===== src/rtl/adam_periph_uart_rx.sv =====
// UART receiver: oversampled start/data/parity/stop framing with a per-bit clock divider,
// LSB-aligned valid/ready output, one-cycle error pulses and a pause request/acknowledge handshake.
module adam_periph_uart_rx #(
  parameter int DATA_WIDTH = 32
) (
  input  logic                  clk,
  input  logic                  rst,
  input  logic                  pause_req,
  output logic                  pause_ack,
  input  logic                  parity_select,
  input  logic                  parity_control,
  input  logic [3:0]            data_length,
  input  logic [1:0]            stop_bits,
  input  logic [DATA_WIDTH-1:0] baud_rate,
  input  logic                  rx,
  output logic [DATA_WIDTH-1:0] mst_data,
  output logic                  mst_valid,
  input  logic                  mst_ready,
  output logic                  parity_err,
  output logic                  frame_err,
  output logic                  overrun_err
);

  localparam logic [2:0] ST_IDLE      = 3'd0;
  localparam logic [2:0] ST_START     = 3'd1;
  localparam logic [2:0] ST_DATA      = 3'd2;
  localparam logic [2:0] ST_PARITY    = 3'd3;
  localparam logic [2:0] ST_STOP      = 3'd4;
  localparam logic [2:0] ST_DONE      = 3'd5;
  localparam logic [2:0] ST_WAIT_IDLE = 3'd6;
  localparam logic [2:0] ST_PAUSED    = 3'd7;

  // Input synchronizer plus one history flop for start-edge detection.
  logic sync1_q, sync1_d;
  logic sync2_q, sync2_d;
  logic prev_q,  prev_d;

  logic [2:0]            state_q, state_d;
  logic [DATA_WIDTH-1:0] cnt_q,   cnt_d;

  // Frame configuration captured at the start edge.
  logic [DATA_WIDTH-1:0] baud_q,     baud_d;
  logic [3:0]            len_q,      len_d;
  logic                  par_ctrl_q, par_ctrl_d;
  logic                  par_sel_q,  par_sel_d;
  logic [1:0]            stop_q,     stop_d;

  logic [3:0]  bit_q,      bit_d;
  logic [1:0]  stop_cnt_q, stop_cnt_d;
  logic [14:0] shift_q,    shift_d;
  logic        par_acc_q,  par_acc_d;
  logic        par_bad_q,  par_bad_d;
  logic        stop_bad_q, stop_bad_d;

  logic [DATA_WIDTH-1:0] mst_data_q, mst_data_d;
  logic                  mst_valid_q, mst_valid_d;
  logic                  pause_ack_q, pause_ack_d;
  logic                  parity_err_q, parity_err_d;
  logic                  frame_err_q, frame_err_d;
  logic                  overrun_err_q, overrun_err_d;

  logic                  rxs;
  logic                  enabled;
  logic                  start_edge;
  logic [DATA_WIDTH-1:0] limit;
  logic                  sample;

  assign rxs        = sync2_q;
  assign enabled    = (data_length != 4'd0) && (baud_rate >= DATA_WIDTH'(2));
  assign start_edge = prev_q && !rxs;
  // The start bit is checked half a bit after the edge so later samples land mid-bit.
  assign limit      = (state_q == ST_START) ? (baud_q >> 1) : baud_q;
  assign sample     = (cnt_q == limit - DATA_WIDTH'(1));

  always_comb begin
    // NOTE: every signal gets a default first so no path leaves it unassigned, which would infer a latch.
    sync1_d       = rx;
    sync2_d       = sync1_q;
    prev_d        = sync2_q;
    state_d       = state_q;
    cnt_d         = cnt_q + DATA_WIDTH'(1);
    baud_d        = baud_q;
    len_d         = len_q;
    par_ctrl_d    = par_ctrl_q;
    par_sel_d     = par_sel_q;
    stop_d        = stop_q;
    bit_d         = bit_q;
    stop_cnt_d    = stop_cnt_q;
    shift_d       = shift_q;
    par_acc_d     = par_acc_q;
    par_bad_d     = par_bad_q;
    stop_bad_d    = stop_bad_q;
    mst_data_d    = mst_data_q;
    mst_valid_d   = mst_valid_q;
    pause_ack_d   = pause_ack_q;
    parity_err_d  = 1'b0;
    frame_err_d   = 1'b0;
    overrun_err_d = 1'b0;

    if (mst_valid_q && mst_ready) begin
      mst_valid_d = 1'b0;
    end

    case (state_q)
      ST_IDLE: begin
        cnt_d = '0;
        if (pause_req) begin
          state_d     = ST_PAUSED;
          pause_ack_d = 1'b1;
        end else if (enabled && start_edge) begin
          state_d    = ST_START;
          baud_d     = baud_rate;
          len_d      = data_length;
          par_ctrl_d = parity_control;
          par_sel_d  = parity_select;
          stop_d     = stop_bits;
          bit_d      = 4'd0;
          stop_cnt_d = 2'd0;
          shift_d    = '0;
          par_acc_d  = 1'b0;
          par_bad_d  = 1'b0;
          stop_bad_d = 1'b0;
        end
      end

      ST_START: begin
        if (sample) begin
          cnt_d   = '0;
          state_d = rxs ? ST_IDLE : ST_DATA;
        end
      end

      ST_DATA: begin
        if (sample) begin
          cnt_d          = '0;
          shift_d[bit_q] = rxs;
          par_acc_d      = par_acc_q ^ rxs;
          bit_d          = bit_q + 4'd1;
          if (bit_q == len_q - 4'd1) begin
            state_d = par_ctrl_q ? ST_PARITY : ST_STOP;
          end
        end
      end

      ST_PARITY: begin
        if (sample) begin
          cnt_d     = '0;
          par_bad_d = (rxs != (par_acc_q ^ par_sel_q));
          state_d   = ST_STOP;
        end
      end

      ST_STOP: begin
        if (sample) begin
          cnt_d      = '0;
          stop_bad_d = stop_bad_q | !rxs;
          stop_cnt_d = stop_cnt_q + 2'd1;
          if (stop_cnt_q == stop_q) begin
            state_d = ST_DONE;
          end
        end
      end

      ST_DONE: begin
        // A framing error masks any parity result for the same character.
        if (stop_bad_q) begin
          frame_err_d = 1'b1;
          state_d     = ST_WAIT_IDLE;
        end else if (par_bad_q) begin
          parity_err_d = 1'b1;
          state_d      = ST_IDLE;
        end else if (mst_valid_q && !mst_ready) begin
          overrun_err_d = 1'b1;
          state_d       = ST_IDLE;
        end else begin
          mst_data_d  = DATA_WIDTH'(shift_q);
          mst_valid_d = 1'b1;
          state_d     = ST_IDLE;
        end
      end

      ST_WAIT_IDLE: begin
        if (rxs) begin
          state_d = ST_IDLE;
        end
      end

      ST_PAUSED: begin
        if (!pause_req) begin
          state_d     = ST_IDLE;
          pause_ack_d = 1'b0;
        end
      end

      default: begin
        state_d = ST_IDLE;
      end
    endcase
  end

  // NOTE: sequential state uses non-blocking assignments so every flop samples pre-edge values.
  always_ff @(posedge clk) begin
    if (!rst) begin
      sync1_q       <= 1'b1;
      sync2_q       <= 1'b1;
      prev_q        <= 1'b1;
      state_q       <= ST_IDLE;
      cnt_q         <= '0;
      baud_q        <= '0;
      len_q         <= 4'd0;
      par_ctrl_q    <= 1'b0;
      par_sel_q     <= 1'b0;
      stop_q        <= 2'd0;
      bit_q         <= 4'd0;
      stop_cnt_q    <= 2'd0;
      shift_q       <= '0;
      par_acc_q     <= 1'b0;
      par_bad_q     <= 1'b0;
      stop_bad_q    <= 1'b0;
      mst_data_q    <= '0;
      mst_valid_q   <= 1'b0;
      pause_ack_q   <= 1'b0;
      parity_err_q  <= 1'b0;
      frame_err_q   <= 1'b0;
      overrun_err_q <= 1'b0;
    end else begin
      sync1_q       <= sync1_d;
      sync2_q       <= sync2_d;
      prev_q        <= prev_d;
      state_q       <= state_d;
      cnt_q         <= cnt_d;
      baud_q        <= baud_d;
      len_q         <= len_d;
      par_ctrl_q    <= par_ctrl_d;
      par_sel_q     <= par_sel_d;
      stop_q        <= stop_d;
      bit_q         <= bit_d;
      stop_cnt_q    <= stop_cnt_d;
      shift_q       <= shift_d;
      par_acc_q     <= par_acc_d;
      par_bad_q     <= par_bad_d;
      stop_bad_q    <= stop_bad_d;
      mst_data_q    <= mst_data_d;
      mst_valid_q   <= mst_valid_d;
      pause_ack_q   <= pause_ack_d;
      parity_err_q  <= parity_err_d;
      frame_err_q   <= frame_err_d;
      overrun_err_q <= overrun_err_d;
    end
  end

  assign mst_data    = mst_data_q;
  assign mst_valid   = mst_valid_q;
  assign pause_ack   = pause_ack_q;
  assign parity_err  = parity_err_q;
  assign frame_err   = frame_err_q;
  assign overrun_err = overrun_err_q;

endmodule


===== config.mk =====
export PLATFORM = sky130hd
export DESIGN_NAME = adam_periph_uart_rx
export DESIGN_NICKNAME = d
export VERILOG_FILES = /design/src/rtl/adam_periph_uart_rx.sv
export SDC_FILE = /design/constraint.sdc
export NUM_CORES = 1
export LEC_CHECK = 0
export ABC_CLOCK_PERIOD_IN_PS = 5850
export BUFFER_PORTS_ARGS = -buffer_cell sky130_fd_sc_hd__buf_2
export CORE_ASPECT_RATIO = 0.5
export CORE_MARGIN = 2
export CORE_UTILIZATION = 40
export CTS_CLUSTER_SIZE = 16
export DETAILED_ROUTE_END_ITERATION = 16
export GPL_TIMING_DRIVEN = 0
export HOLD_SLACK_MARGIN = 0.15
export PLACE_DENSITY = 0.65
export SLEW_MARGIN = 20
export SYNTH_ARGS = -nofsm -noshare
export SYNTH_HDL_FRONTEND = slang
export SYNTH_SLANG_ARGS = --single-unit

===== constraint.sdc =====
create_clock -name clk -period 5.85 [get_ports clk]
set_input_delay 0.2925 -clock clk [delete_from_list [all_inputs] [get_ports clk]]
set_output_delay 0.2925 -clock clk [all_outputs]
set_load 0.1 [all_outputs]

Yosys cells after proc, flatten, opt, wreduce, memory -nomap -nowiden
Index checks and enable logic that the tools add are counted.
Word-level totals
  output and inout port bits: 37
  bits in registers: 122
Cells by class
  reductions and logical operators: 25
  muxes and demuxes: 51
  eq/ne operators: 23
  add/subtract/negate cells: 5
  bitwise gates (word level): 9
  $lt $le $gt $ge: 3
Operator list (count)
  $mux 32: 2
  $pmux 32 s2: 1
  $mux 15: 3
  $mux 3: 12
  $add 32x1->32 const B: 1
  $eq 32x32->1: 1
  $ge 32x2->1 const B: 1
  $sub 32x1->32 const B: 1
  $pmux 15 s2: 1
  $pmux 3 s8: 1
  $ne 2x2->1 const B: 11
  $mux 1: 16
  $reduce_and 4->1: 4
  $bwmux 15: 1
  $eq 3x3->1 const B: 4
  $mux 4: 3
  $reduce_and 9->1: 1
  $mux 2: 4
  $pmux 1 s2: 4
  $pmux 4 s2: 1
  $reduce_bool 2->1: 4
  $reduce_or 4->1: 2
  $eq 3x2->1 const B: 2
  $logic_and 1x1->1: 6
  21 further kinds: 29

Longest topological paths before layout
Gate-level depths: netlist of run 1.
  word-level depth: 7
  depth in mapped cells: 17

Worst setup path before layout of run 1
No wires, ideal clock.
  path kind: register -> register
  start: register state_q[1]
  end: register bit_q[3]
  path buffers: 3
  period minus slack after synthesis: 4.607 ns
  slack: 1.243 ns
  stages on the path, launching flop included: 17
  arrival: 4.538 ns
  library setup time: 0.070 ns
  cells stage by stage: dfxtp_1 > nor3b_1 > buf_2 > clkbuf_1 > buf_1 > mux2i_1 > ha_1 > or3b_2 > a211oi_2 > nand2_1 > nor3b_1 > a211oi_1 > nor4bb_1 > nand4_2 > or2_1 > or4_1 > a21oi_1
On the way
  cells in the longest elaborated chain, start to end: 6
  elaborated cells on any way between the ends: 12
  classes of those cells: 1 x add/sub; 6 x eq/ne; 2 x mux; 3 x reduce/logical
Ends and longest elaborated chain
  start, declared: line 38  | logic [2:0] state_q, state_d;
  start signal, assigned: line 230  | state_q <= state_d;
  $eq 3x1->1: line 72  | assign limit = (state_q == ST_START) ? (baud_q >> 1) : baud_q;
  $mux 32: line 72
  $sub 32x1->32: line 73  | assign sample = (cnt_q == limit - DATA_WIDTH'(1));
  $eq 32x32->1: line 73
  $ne 2x2->1 (no source line)
  $reduce_and 4->1 (no source line)
  end signal, assigned: line 237  | bit_q <= bit_d;
  end, declared: line 48  | logic [3:0] bit_q, bit_d;
Parallel ways exist; a longest one is shown, timed or not.
A chain may end at the register's enable or synchronous reset.

Final worst setup path of run 1
  start: register state_q[1]
  end: register cnt_q[25]
On the way
  cells in the longest elaborated chain, start to end: 6
  elaborated cells on any way between the ends: 11
  classes of those cells: 1 x add/sub; 5 x eq/ne; 3 x mux; 2 x reduce/logical
Ends and longest elaborated chain
  $eq 3x1->1: line 72, 104
  $mux 32: line 72
  $sub 32x1->32: line 73
  $eq 32x32->1: line 73
  $mux 32
  $pmux 32 s2 *: line 104  | case (state_q)
  end signal, assigned: line 231  | cnt_q <= cnt_d;
  end, declared: line 39  | logic [DATA_WIDTH-1:0] cnt_q, cnt_d;
Mark *: on every way between the ends. The rest lies on a longest branch, timed or not.

==> impl_summary.txt, run 1 <==
----------------------------------------------------
[Setup path]
  Maximum net fanout on the critical path ... 10
  Slack of the worst reg-to-reg path ... 0.39 ns
  Cell at the slowest stage of the critical path ... or3b_2
  Critical path required time ... 6.16 ns
  Worst r2r dst ... cnt_q[25]$_SDFF_PN0_
  Delay-heaviest family, CP ... simple AND/OR/NAND/NOR gates
  Worst setup EP type ... flip-flop
  Register-to-Register Path Depth ... 17
  Cells along the critical path ... or3b_1, clkbuf_1, buf_2, and2_1, a21oi_1, ha_1, or3b_2, a211oi_4, nand4_1, xnor2_1, a2bb2oi_1, nor3_1, nand4b_1, o21ai_0, a21oi_2, clkbuf_1, and2_1
  Max incr delay on CP ... 0.55 ns
  Critical path startpoint category ... flip-flop
  Critical R2R Launch ... state_q[1]$_SDFFE_PN0P_
  Buf+Inv Stages, Crit Path ... 3
  Arrival time reported for the critical path endpoint ... 5.77 ns
  Critical Setup Path Class ... flip-flop to flip-flop

[Placed design]
  Number of buffers inserted by port buffering ... 64
  Number of instances in the placed design ... 1249
  Final HPWL DP ... 16300 um
  Final GP Congestion ... 0.935

[Power]
  Sum of internal, switching and leakage power ... 0.00303 W
  Power share of the combinational group ... 0.322
  Net Sw Frac ... 0.366
  Areal power density over the cells ... 330 nW/um^2
  VDD IR-drop max ... 0.000193 V
  Static Leakage ... 3.67 nW
  Power share of the clock group ... 0.383
  Internal power ... 0.00192 W
  Psw ... 0.00111 W
  Seq pwr share ... 0.295

[Clock tree]
  Clock tree from TritonCTS ... done
  H-Tree Level Count ... 4
  Clock Pin Slew Worst Setup and Hold Paths ... 0.06 ns
  Bufs on Longest Clock Path ... 2
  Number of buffers inserted during clock tree synthesis ... 17
  Root buffer selected by CTS ... clkbuf_16
  Sinks on Clock Net ... 122
  Clk Latency, worst-skew pair ... 0.43 ns

[Floorplan]
  Die Span X ... 197 um
  Total I/O pin count ... 82
  Die height ... 101 um
  Effective utilization at floorplan ... 0.407
  Number of placement rows ... 35
  Die ar. ... 19900 um^2
  Core region area ... 18300 um^2

[Synth]
  Post-synthesis area per instance ... 8.05 um^2
  Commonest register cell after synthesis ... dfxtp_1
  Share of synthesized registers carrying an async set or reset ... 0
  Mapped Cells ... 929
  Number of synthesis warnings ... 0
  Count of flip-flops with a built-in enable after synthesis ... 0
  Number of synthesized register bits ... 122
  Proportion of synthesized chip area in sequential cells ... 0.327
  Post-synthesis instance area ... 7470 um^2
  Cell variety after synth ... 81

[Layout]
  Antenna fix cells ... 0
  Layout cell share with drive strength beyond 1 ... 0.144
  Number of cells in the finished layout apart from fillers ... 1315
  Final Net Count ... 1114
  Synthesis-to-finish area growth ... 22.8%

[GRT]
  Global-route wire length before repair ... 36000 um
  Pin count of the biggest net entering global routing ... 20
  Total routing resource utilization after global routing ... 0.230
  Via count of the first global-routing pass ... 6834
  Aggregate global routing overflow ... 0
  Antenna violations before repair ... 0

[Drt]
  Drt initial violations ... 518
  Final routed DRC violation total ... 0
  Post-route antenna net violation count ... 0
  DRT Pass-1 Iters ... 5
  Drt total wl ... 22500 um
  Vias/cell ... 5.48
  Routed WL per cell ... 17.1 um
  Via Count ... 7212

[Worst hold path]
  Path category of the worst min-delay check ... input port to flip-flop
  Endpoint of the worst hold-timing path ... baud_q[14]$_SDFFE_PN0P_
  Hold Path Cell Cnt ... 3
  Startpoint of the tightest hold check path ... baud_rate[14]

[Timing]
  Maximum clock frequency ... 0.183 GHz
  Number of max-slew violations in the final report ... 0
  Headroom to the max-slew limit ... 0.359
  Unrepaired setup endpoints after global routing ... no
  Share of the clock period used by the worst path ... 0.933
  Final setup violation count ... 0
  Clock skew ... 0.0119 ns
  Slew at the pin with the worst max-slew slack ... 0.949 ns
  Min cycle time layout ... 5.46 ns
  Hold Vio Cnt, Final ... 0

[Run status]
  Run status ... completed

[Run]
  Number of max-cap violations ... 0

----------------------------------------------------
what timing repair did:
action                     CTS  global route
setup endpoints to repair   56            33
hold endpoints to repair    35             0
hold buffers                35             0
cloned                       0             0
pin swaps                    0             0
setup buffers                0             0
gates resized for setup      3             2
cell usage after synthesis (4+ instances only):
cell type    n  area (um^2)
o21ai_0     18         90.1
buf_1        7         26.3
or3_1       13         81.3
nor2b_1     13         81.3
nor4bb_1     7         70.1
clkbuf_1    43          161
mux2i_1     43          430
nor3b_1      4         30.0
ha_1         7         87.6
dfxtp_1    122         2440
nand3b_1     7         52.6
or4_1        6         45.0
nor2_1      51          191
nor3_1      25          125
a31oi_1      6         37.5
a211oi_1    10         75.1
a21oi_1     74          370
nand2b_1     9         56.3
xor2_1      23          201
buf_4       18          135
and3_1      10         62.6
inv_1       15         56.3
xnor2_1     53          464
and2_1      36          225
nor4_1      18          113
buf_2       10         50.1
nand3_1     28          140
nand2_1    136          510
o31ai_1      7         52.6
mux2_2       4         45.0
nand4_1     10         62.6
o211ai_1    16          120
cell families after synthesis:
| logic type | share of synthesized area |
|---|---|
| xor+xnor | 0.0891 |
| fa+ha+maj | 0.0117 |
| simple gates | 0.276 |
| flops | 0.327 |
| mux | 0.0636 |
| buf+inv | 0.0619 |
| compound gates | 0.170 |
| other cells | 0.000502 |
tightest hold or removal path, stage by stage:
cell     delay, ns
buf_2         0.11
nand2_1       0.07
a21oi_1       0.06
cells in the final DEF, fill, tap and decap left out, types with 7 or more instances in the layout:
cell type      Yosys  layout
xnor2_1           53      53
o211ai_1          16      16
clkbuf_16          0      17
nand4_1           10      10
conb_1             1      17
clkbuf_1          43      43
o31ai_1            7       7
nand2_1          136     136
nor4_1            18      16
nor2_1            51      51
buf_2             10      75
a211oi_1          10      10
nor2b_1           13      13
nand3_1           28      28
inv_1             15      15
a21oi_1           74      73
dlygate4sd3_1      0      35
xor2_1            23      23
and3_1            10      10
or3_1             13      13
ha_1               7       7
nand3b_1           7       7
dfxtp_1          122     122
and2_1            36      36
nor3_1            25      25
mux2i_1           43      43
o21ai_0           18      18
buf_4             18      18
nand2b_1           9       9
through the flow:
step	setup WS (ns)	TNS, ns	hold WS [ns]	cell area [um^2]	util
2_1_floorplan	1.24	0	0.386	7530	-
3_3_place_gp	-0.365	-15.30	0.390	8160	0.444
3_5_place_dp	-0.356	-14.91	0.392	8160	0.445
4_1_cts	0.353	0	0.151	9160	0.499
5_1_grt	0.0115	0	0.172	9180	0.500
6_report	0.392	0	0.152	9180	0.500
power by group through the flow:
| stage | clock network (W) | registers (W) | logic [W] |
|---|---|---|---|
| floorplan | 0 | 0.000922 | 0.000681 |
| global placement | 0 | 0.000909 | 0.000928 |
| detailed placement | 0 | 0.000910 | 0.000931 |
| CTS | 0.00117 | 0.000892 | 0.000952 |
| global route | 0.00120 | 0.000896 | 0.00105 |
| finish | 0.00116 | 0.000894 | 0.000977 |
worst max-delay path by stage:
stage                       startpoint                       end  slack (ns)  cells past startpoint
6_report       state_q[1]$_SDFFE_PN0P_      cnt_q[25]$_SDFF_PN0_        0.39                     17
5_1_grt        state_q[1]$_SDFFE_PN0P_      cnt_q[25]$_SDFF_PN0_        0.01                     16
4_1_cts        state_q[1]$_SDFFE_PN0P_      cnt_q[25]$_SDFF_PN0_        0.35                     16
3_5_place_dp   state_q[1]$_SDFFE_PN0P_  shift_q[14]$_SDFFE_PN0P_       -0.36                     17
3_3_place_gp   state_q[1]$_SDFFE_PN0P_      cnt_q[30]$_SDFF_PN0_       -0.36                     17
2_1_floorplan  state_q[1]$_SDFFE_PN0P_     bit_q[3]$_SDFFE_PN0P_        1.24                     16
sequential cells by signal (all words and copies together) (netlist names), 2 cells and up:
register,count
baud_q,32
cnt_q,32
mst_data,15
shift_q,15
bit_q,4
len_q,4
state_q,3
stop_cnt_q,2
stop_q,2
layout make-up:
class / count / area [um^2]
well taps: 240 / 300
repair buffers: 99 / 671
plain buffers: 80 / 404
clock inverters: 14 / 208
flip-flops and latches: 122 / 2440
fillers: 1748 / 9170
clock buffers: 18 / 429
multi-input cells: 727 / 4670
inverters: 15 / 56.3
per-layer routing:
metal | GRT usage | vias to the layer above | wire length, um
met2 | 0.381 | 207 | 10200
met3 | 0.0422 | 53 | 1180
li1 | - | 3550 | -
met1 | 0.299 | 3402 | 10600
met5 | 0 | - | 0
met4 | 0.0891 | 0 | 605
No activity file was read; power rests on OpenSTA's default activity.
==> run 2: changes to the inputs <==
--- a/config.mk
+++ b/config.mk
@@ -5,6 +5,7 @@
 export SDC_FILE = /design/constraint.sdc
 export NUM_CORES = 1
 export LEC_CHECK = 0
+export ABC_AREA = 1
 export ABC_CLOCK_PERIOD_IN_PS = 5850
 export BUFFER_PORTS_ARGS = -buffer_cell sky130_fd_sc_hd__buf_2
 export CORE_ASPECT_RATIO = 0.5
==> run 2 against run 1 <==
  * Power grew 48%
  * Flip-flop and latch count stayed put
  * Register-to-register slack better by 1.8 ns
  * Sequential share of layout area decreased by 0.49 points
  * Core utilization shrank 2.0 points
  * Wire length fell by 1.0%
  * Cell area up 1.9%
  * Critical path type unchanged
  * Highest routed layer unchanged
==> impl_summary.txt, run 2 <==
----------------------------------------------------
[Setup path]
  Slack of the worst reg-to-reg path ... 2.24 ns (+1.85 ns)
  Buf+Inv Stages, Crit Path ... 3 (unchanged)
  Delay-heaviest family, CP ... simple AND/OR/NAND/NOR gates
  Max incr delay on CP ... 0.31 ns (-0.24 ns)
  Cells along the critical path ... buf_6, inv_6, nand3_4, o21ai_2, ha_1, nand3_2, nor2_2, nand2_1, nor2_4, nand2_1, nand2_1, nand2_1, nor3_1, nand2_1, nor2_1, nand2_1, nand2_1, nand2_1, nand2_1, buf_2, nor3_1
  Cell at the slowest stage of the critical path ... buf_2
  Critical path startpoint category ... flip-flop
  Critical path required time ... 6.15 ns (about the same)
  Most used cell, CP ... nand2_1
  Worst setup EP type ... flip-flop
  Maximum net fanout on the critical path ... 10 (unchanged)
  Arrival time reported for the critical path endpoint ... 3.91 ns (-1.86 ns)
  Critical Setup Path Class ... flip-flop to flip-flop

[GRT]
  Global-route wire length before repair ... 36700 um (+1.9%)
  Aggregate global routing overflow ... 0 (unchanged)
  Via count of the first global-routing pass ... 7526 (+10%)
  Antenna violations before repair ... 0 (unchanged)
  Total routing resource utilization after global routing ... 0.217 (-0.0130)
  Pin count of the biggest net entering global routing ... 17 (-15%)

[Synth]
  Dominant cell by count in the synthesized netlist ... nand2_1
  Count of flip-flops with a built-in enable after synthesis ... 0 (unchanged)
  Commonest register cell after synthesis ... dfxtp_1
  Proportion of synthesized chip area in sequential cells ... 0.307 (-0.0194)
  Post-synthesis area per instance ... 6.36 um^2 (-21%)
  Largest area contributor in the synthesized netlist ... dfxtp_1
  Mapped Cells ... 1249 (+34%)
  Cell variety after synth ... 47 (-42%)
  Number of synthesis warnings ... 0 (unchanged)
  Share of the synthesized area in the top cell type ... 0.307 (-0.0194)
  Share of synthesized registers carrying an async set or reset ... 0 (unchanged)
  Leading post-synthesis cells by cell area ... dfxtp_1 31%, nand2_1 14%, nor2_1 8.4%
  Number of synthesized register bits ... 122 (unchanged)
  Post-synthesis instance area ... 7950 um^2 (+6.3%)
  Top cells by count, synth ... 302 x nand2_1, 178 x nor2_1, 146 x inv_1

[Drt]
  Post-route antenna net violation count ... 0 (unchanged)
  Routed WL per cell ... 13.7 um (-20%)
  Via Count ... 7969 (+10%)
  Drt total wl ... 22300 um (-1.0%)
  Final routed DRC violation total ... 0 (unchanged)
  DRT Pass-1 Iters ... 5 (unchanged)
  Drt initial violations ... 469 (-9.5%)
  Vias/cell ... 4.89 (-11%)

[Power]
  Static Leakage ... 4.23 nW (+15%)
  VDD IR-drop max ... 0.000253 V (+31%)
  Areal power density over the cells ... 479 nW/um^2 (+45%)

[Timing]
  Number of max-slew violations in the final report ... 0 (unchanged)
  Hold Vio Cnt, Final ... 0 (unchanged)
  Aggregate negative setup slack ... 0 ns (unchanged)
  Share of the clock period used by the worst path ... 0.617 (-0.315)
  Unrepaired setup endpoints after global routing ... no
  Clock skew ... 0.00884 ns (-0.00308 ns)
  Slew at the pin with the worst max-slew slack ... 0.694 ns (-0.254 ns)
  Maximum clock frequency ... 0.277 GHz (+51%)
  Headroom to the max-slew limit ... 0.535 (+0.176)
  Post-layout worst setup margin ... 2.24 ns (+1.85 ns)
  Final setup violation count ... 0 (unchanged)
  Min cycle time layout ... 3.61 ns (-1.85 ns)

[Clock tree]
  Sinks on Clock Net ... 122 (unchanged)
  Clk Latency, worst-skew pair ... 0.42 ns (about the same)
  Post-CTS setup buffers ... 0 (unchanged)
  Root buffer selected by CTS ... clkbuf_16
  Number of buffers inserted by hold repair at cts ... 5 (-86%)
  Number of buffers inserted during clock tree synthesis ... 17 (unchanged)
  Count of instances resized after the clock tree is built ... 0 (-3)
  Bufs on Longest Clock Path ... 2 (unchanged)
  Clock tree from TritonCTS ... done
  H-Tree Level Count ... 4 (unchanged)
  Clock Pin Slew Worst Setup and Hold Paths ... 0.06 ns (about the same)

[Layout]
  Largest registers ranked by flip-flop count ... baud_q (32), cnt_q (32)
  Fill cell count ... 1989 (+14%)
  Multi-input logic area ... 4610 um^2 (-1.3%)
  Most frequent standard cell in the layout excluding fill and tap cells ... nand2_1
  Antenna fix cells ... 0 (unchanged)
  Final Net Count ... 1404 (+26%)
  Synthesis-to-finish area growth ... 17.7%
  Final core utilization ... 0.481 (-0.0197)
  Commonest cells after routing, fill and taps aside ... 302 x nand2_1, 178 x nor2_1, 146 x inv_1, 122 x dfxtp_1, 77 x o21ai_0
  Seq. cell area ... 2440 um^2 (unchanged)
  Layout cell share with drive strength beyond 1 ... 0.141 (-0.00279)

[Floorplan]
  Die ar. ... 21100 um^2 (+6.1%)
  Die height ... 104 um (+3.0%)
  Core region area ... 19500 um^2 (+6.0%)
  Die Span X ... 203 um (+3.1%)
  Number of placement rows ... 36 (+2.9%)
  Total I/O pin count ... 82 (unchanged)
  Effective utilization at floorplan ... 0.408 (+0.00107)

[Run]
  Number of max-cap violations ... 0 (unchanged)

[Placed design]
  Number of buffers inserted by port buffering ... 63 (-1.6%)
  Pre-CTS setup slack ... 2.30 ns (+2.65 ns)
  Final GP Congestion ... 0.926 (-0.96%)
  Final HPWL DP ... 17500 um (+7.2%)

[Worst hold path]
  Path category of the worst min-delay check ... input port to flip-flop

[Run status]
  Run status ... completed

----------------------------------------------------
[run 2: cell types whose count changed after synthesis, moves of 24 or more]
cell	delta
o21ai_0	+59
and2_1	-35
xnor2_1	-44
nand2_2	+24
xor2_1	+31
mux2i_1	-43
inv_1	+131
nor2_1	+127
nand2_1	+166
nand3_1	+45
[run 2: final cells by class]
cell class,instances,share of cell area
clock inverters,13,0.0230
multi-input cells,931,0.493
plain buffers,58,0.0395
well taps,266,0.0356
inverters,154,0.0623
repair buffers,68,0.0391
flip-flops and latches,122,0.261
clock buffers,19,0.0463
[run 2: final timing paths]
kind,start,endpoint,depth (start not counted)
worst min register to register,sync1_q$_SDFF_PN1_,prev_d$_SDFF_PN1_,1
worst max register to register,state_q[2]$_SDFFE_PN0P_,cnt_q[18]$_SDFF_PN0_,21
worst max-delay path,state_q[2]$_SDFFE_PN0P_,cnt_q[18]$_SDFF_PN0_,21
worst min-delay path,baud_rate[0],baud_q[0]$_SDFFE_PN0P_,3
[run 2: cell families after synthesis]
group	Yosys count	share of synthesized area
xor gates and xnor gates	63	0.0694
AOI/OAI and AO/OA	159	0.107
and+or+nand+nor	685	0.385
other	1	0.000472
buffers and inverters	212	0.120
adders and majority gates	7	0.0110
DFF	122	0.307
[run 2: through the flow]
stage / hold slack, ns / cells / power, W / instance area [um^2]
after global routing: 0.166 / 1631 / 0.00483 / 9350
after global placement: 0.398 / 1594 / 0.00326 / 8660
after CTS: 0.155 / 1631 / 0.00448 / 9350
after detailed placement: 0.398 / 1594 / 0.00328 / 8660
after floorplan: 0.393 / 1265 / 0.00279 / 8010
final: 0.160 / 1631 / 0.00448 / 9350
[run 2: worst register-to-register path: stages, from the launching register on]
cell     delay, ns
dfxtp_1       0.30
buf_6         0.14
inv_6         0.09
nand3_4       0.14
o21ai_2       0.29
ha_1          0.26
nand3_2       0.11
nor2_2        0.19
nand2_1       0.18
nor2_4        0.20
nand2_1       0.07
nand2_1       0.10
nand2_1       0.09
nor3_1        0.21
nand2_1       0.11
nor2_1        0.11
nand2_1       0.11
nand2_1       0.08
nand2_1       0.08
nand2_1       0.22
buf_2         0.32
nor3_1        0.08
[run 2: power breakdown]
part	total (W)	internal, W	switching, W
Sequential	0.000926	0.000889	0.0000368
Combinational	0.00237	0.000714	0.00166
Clock	0.00118	0.000761	0.000420
Total	0.00448	0.00236	0.00212
[run 2: metal layers]
metal | track usage | routed length [um] | vias up
met5 | 0 | 0 | -
met4 | 0.0714 | 395 | 0
met3 | 0.0349 | 1030 | 33
met2 | 0.364 | 10300 | 182
met1 | 0.283 | 10600 | 3612
li1 | - | - | 4142
==> run 3: changes to the inputs <==
--- a/config.mk
+++ b/config.mk
@@ -6,7 +6,7 @@
 export NUM_CORES = 1
 export LEC_CHECK = 0
 export ABC_AREA = 1
-export ABC_CLOCK_PERIOD_IN_PS = 5850
+export ABC_CLOCK_PERIOD_IN_PS = 3300
 export BUFFER_PORTS_ARGS = -buffer_cell sky130_fd_sc_hd__buf_2
 export CORE_ASPECT_RATIO = 0.5
 export CORE_MARGIN = 2
@@ -15,7 +15,7 @@
 export DETAILED_ROUTE_END_ITERATION = 16
 export GPL_TIMING_DRIVEN = 0
 export HOLD_SLACK_MARGIN = 0.15
-export PLACE_DENSITY = 0.65
+export PLACE_DENSITY = 0.67
 export SLEW_MARGIN = 20
 export SYNTH_ARGS = -nofsm -noshare
 export SYNTH_HDL_FRONTEND = slang
==> constraint.sdc (replaced) <==
create_clock -name clk -period 3.3 [get_ports clk]
set_input_delay 0.165 -clock clk [delete_from_list [all_inputs] [get_ports clk]]
set_output_delay 0.165 -clock clk [all_outputs]
set_load 0.1 [all_outputs]
==> run 3 against run 2 <==
  * Flip-flop and latch count stayed put
  * Sequential power rose by 78%
  * Register-to-register slack got worse by 2.2 ns
  * Clock power is 56% higher
  * First-iteration DRC count increased by 16%
  * Largest cell class unchanged
  * Die area unchanged
  * Count of clock-buffer cells in the layout is 2 lower
  * Cell area up 9.2%
  * Sequential share of layout area shrank 2.2 points
  * Critical path type unchanged
==> impl_summary.txt, run 3 (synthesized netlist as in run 2, its figures left out) <==
----------------------------------------------------
[Setup path]
  Critical R2R Launch ... state_q[2]$_SDFFE_PN0P_
  Cell at the slowest stage of the critical path ... dfxtp_2
  Critical path startpoint category ... flip-flop
  Logic depth of the worst setup path including buffers ... 21 (unchanged)
  Register-to-Register Path Depth ... 21 (unchanged)
  Buf+Inv Stages, Crit Path ... 3 (unchanged)
  Delay-heaviest family, CP ... simple AND/OR/NAND/NOR gates
  Critical path required time ... 3.62 ns (-2.53 ns)
  Max incr delay on CP ... 0.31 ns (about the same)
  Maximum net fanout on the critical path ... 7 (-3)
  Cells along the critical path ... buf_6, inv_8, nand3_4, o21ai_4, ha_4, nand3_4, nor2_4, nand2_2, nor2_4, nand2_1, nand2_1, nand2_2, nor2_2, nand2_2, nor2_4, nand3_4, nand2_8, buf_8, nand4_1, o21ai_1, nor2_2
  Worst setup EP type ... flip-flop
  Worst r2r dst ... shift_q[3]$_SDFFE_PN0P_
  Slack of the worst reg-to-reg path ... 0.08 ns (-2.16 ns)
  Critical Setup Path Class ... flip-flop to flip-flop
  Arrival time reported for the critical path endpoint ... 3.54 ns (-0.37 ns)

[Worst hold path]
  Startpoint of the tightest hold check path ... rst
  Path category of the worst min-delay check ... input port to flip-flop
  Endpoint of the worst hold-timing path ... shift_q[13]$_SDFFE_PN0P_
  Hold Path Cell Cnt ... 5 (+2)

[Timing]
  Slew at the pin with the worst max-slew slack ... 0.929 ns (+0.235 ns)
  Hold Vio Cnt, Final ... 0 (unchanged)
  Post-layout worst setup margin ... 0.0780 ns (-2.16 ns)
  Unrepaired setup endpoints after global routing ... yes
  Final setup violation count ... 0 (unchanged)
  Number of max-slew violations in the final report ... 0 (unchanged)
  Share of the clock period used by the worst path ... 0.976 (+0.359)
  Headroom to the max-slew limit ... 0.378 (-0.157)
  Clock skew ... 0.0115 ns (+0.00270 ns)
  Maximum clock frequency ... 0.310 GHz (+12%)
  Min cycle time layout ... 3.22 ns (-0.390 ns)

[Placed design]
  Number of buffers inserted by port buffering ... 63 (unchanged)
  Final HPWL DP ... 17500 um (-0.18%)
  Final GP Congestion ... 0.966 (+4.3%)
  Pre-CTS setup slack ... -0.267 ns (-2.57 ns)

[Drt]
  Drt initial violations ... 545 (+16%)
  Routed WL per cell ... 14.2 um (+4.2%)
  Top sig layer ... met4
  Via Count ... 8447 (+6.0%)
  Metal3 WL ... 1390 um (+35%)
  Final routed DRC violation total ... 0 (unchanged)
  Drt total wl ... 24200 um (+8.4%)
  Length of routed wiring on met1 ... 10900 um (+2.8%)
  Routed wl met2 ... 11600 um (+12%)
  Vias/cell ... 4.98 (+1.9%)
  Post-route antenna net violation count ... 0 (unchanged)
  DRT Pass-1 Iters ... 5 (unchanged)

[Clock tree]
  Root buffer selected by CTS ... clkbuf_16
  Clk Latency, worst-skew pair ... 0.43 ns (about the same)
  Sinks on Clock Net ... 122 (unchanged)
  Number of buffers inserted during clock tree synthesis ... 17 (unchanged)
  Bufs on Longest Clock Path ... 2 (unchanged)
  Clock tree from TritonCTS ... done
  Clock Pin Slew Worst Setup and Hold Paths ... 0.06 ns (about the same)
  H-Tree Level Count ... 4 (unchanged)

[Layout]
  Most frequent standard cell in the layout excluding fill and tap cells ... nand2_1
  Commonest cells after routing, fill and taps aside ... 280 x nand2_1, 160 x nor2_1, 145 x inv_1, 119 x dfxtp_1, 70 x nand3_1
  Antenna fix cells ... 0 (unchanged)
  Final Net Count ... 1469 (+4.6%)
  Synthesis-to-finish area growth ... 28.5%
  Layout cell share with drive strength beyond 1 ... 0.194 (+0.0523)
  Largest registers ranked by flip-flop count ... baud_q (32), cnt_q (32)
  Final core utilization ... 0.525 (+0.0442)
  Fill cell count ... 1905 (-4.2%)

[Run]
  Number of max-cap violations ... 0 (unchanged)

[Power]
  Sum of internal, switching and leakage power ... 0.00844 W (+88%)
  Areal power density over the cells ... 826 nW/um^2 (+73%)
  VDD IR-drop max ... 0.000585 V (+130%)
  Static Leakage ... 4.56 nW (+7.8%)

[GRT]
  Total routing resource utilization after global routing ... 0.229 (+0.0124)
  Antenna violations before repair ... 0 (unchanged)
  Global-route wire length before repair ... 38900 um (+6.1%)
  Via count of the first global-routing pass ... 7858 (+4.4%)
  Aggregate global routing overflow ... 0 (unchanged)
  Pin count of the biggest net entering global routing ... 17 (unchanged)

[Floorplan]
  Die ar. ... 21100 um^2 (unchanged)
  Total I/O pin count ... 82 (unchanged)
  Number of placement rows ... 36 (unchanged)
  Die height ... 104 um (unchanged)
  Die Span X ... 203 um (unchanged)
  Effective utilization at floorplan ... 0.408 (unchanged)
  Core region area ... 19500 um^2 (unchanged)

[Run status]
  Run status ... completed

----------------------------------------------------
## run 3: cell types whose count changed in the layout (fill, tap and decap cells not counted), sizes merged
cell,before,now
bufinv,5,1
clkinvlp,1,3
dlygate4sd3,5,43
clkinv,6,9
inv,155,156
buf,99,124
## run 3: through the flow
stage | hold slack (ns) | cells | setup TNS, ns | instance area, um^2
3_5_place_dp | 0.366 | 1594 | -8.51 | 8660
4_1_cts | 0.366 | 1673 | 0 | 9760
3_3_place_gp | 0.366 | 1594 | -7.55 | 8660
6_report | 0.422 | 1696 | 0 | 10200
2_1_floorplan | 0.272 | 1265 | 0 | 8010
5_1_grt | 0.457 | 1696 | -1.16 | 10200
## run 3: layout make-up
class | count | area (um^2) | share of cell area
sequential | 122 | 2450 | 0.239
tap | 266 | 333 | 0.0326
timing repair buffer | 133 | 996 | 0.0975
clock buffer | 17 | 425 | 0.0417
buffer | 58 | 402 | 0.0393
inverter | 154 | 588 | 0.0576
clock inverter | 15 | 144 | 0.0141
multi-input combinational | 931 | 4880 | 0.478
## run 3: tightest hold or removal path: cells and delay by family
kind                   cells  cell delay [ns]
buffers and inverters      2             0.45
and+or+nand+nor            3             0.18
## run 3: power breakdown
| part | switching (W) | internal (W) | total (W) |
|---|---|---|---|
| Combinational | 0.00326 | 0.00170 | 0.00496 |
| Sequential | 0.0000692 | 0.00158 | 0.00165 |
| Clock | 0.000787 | 0.00105 | 0.00184 |
## run 3: metal layers
| layer | vias up | track usage |
|---|---|---|
| li1 | 4271 | - |
| met1 | 3893 | 0.296 |
| met2 | 253 | 0.388 |
| met3 | 30 | 0.0491 |
| met4 | 0 | 0.0568 |
| met5 | - | 0 |
## run 3: worst max path at each step
stage,start,to,slack (ns)
final,state_q[2]$_SDFFE_PN0P_,shift_q[3]$_SDFFE_PN0P_,0.08
after detailed placement,state_q[2]$_SDFFE_PN0P_,cnt_q[6]$_SDFF_PN0_,-0.27
after global placement,state_q[2]$_SDFFE_PN0P_,cnt_q[18]$_SDFF_PN0_,-0.26
after CTS,state_q[2]$_SDFFE_PN0P_,cnt_q[6]$_SDFF_PN0_,0.003
after global routing,state_q[2]$_SDFFE_PN0P_,shift_q[4]$_SDFFE_PN0P_,-0.10
after floorplan,state_q[2]$_SDFFE_PN0P_,shift_q[3]$_SDFFE_PN0P_,0.53
## run 3: what timing repair did
action / CTS / global route
buffers inserted: 4 / 21
hold buffers: 43 / 0
cloned: 0 / 2
gates resized for setup: 21 / 78
endpoints found under the hold margin: 44 / 0
endpoints found under the setup margin: 51 / 89
pin swaps: 3 / 36
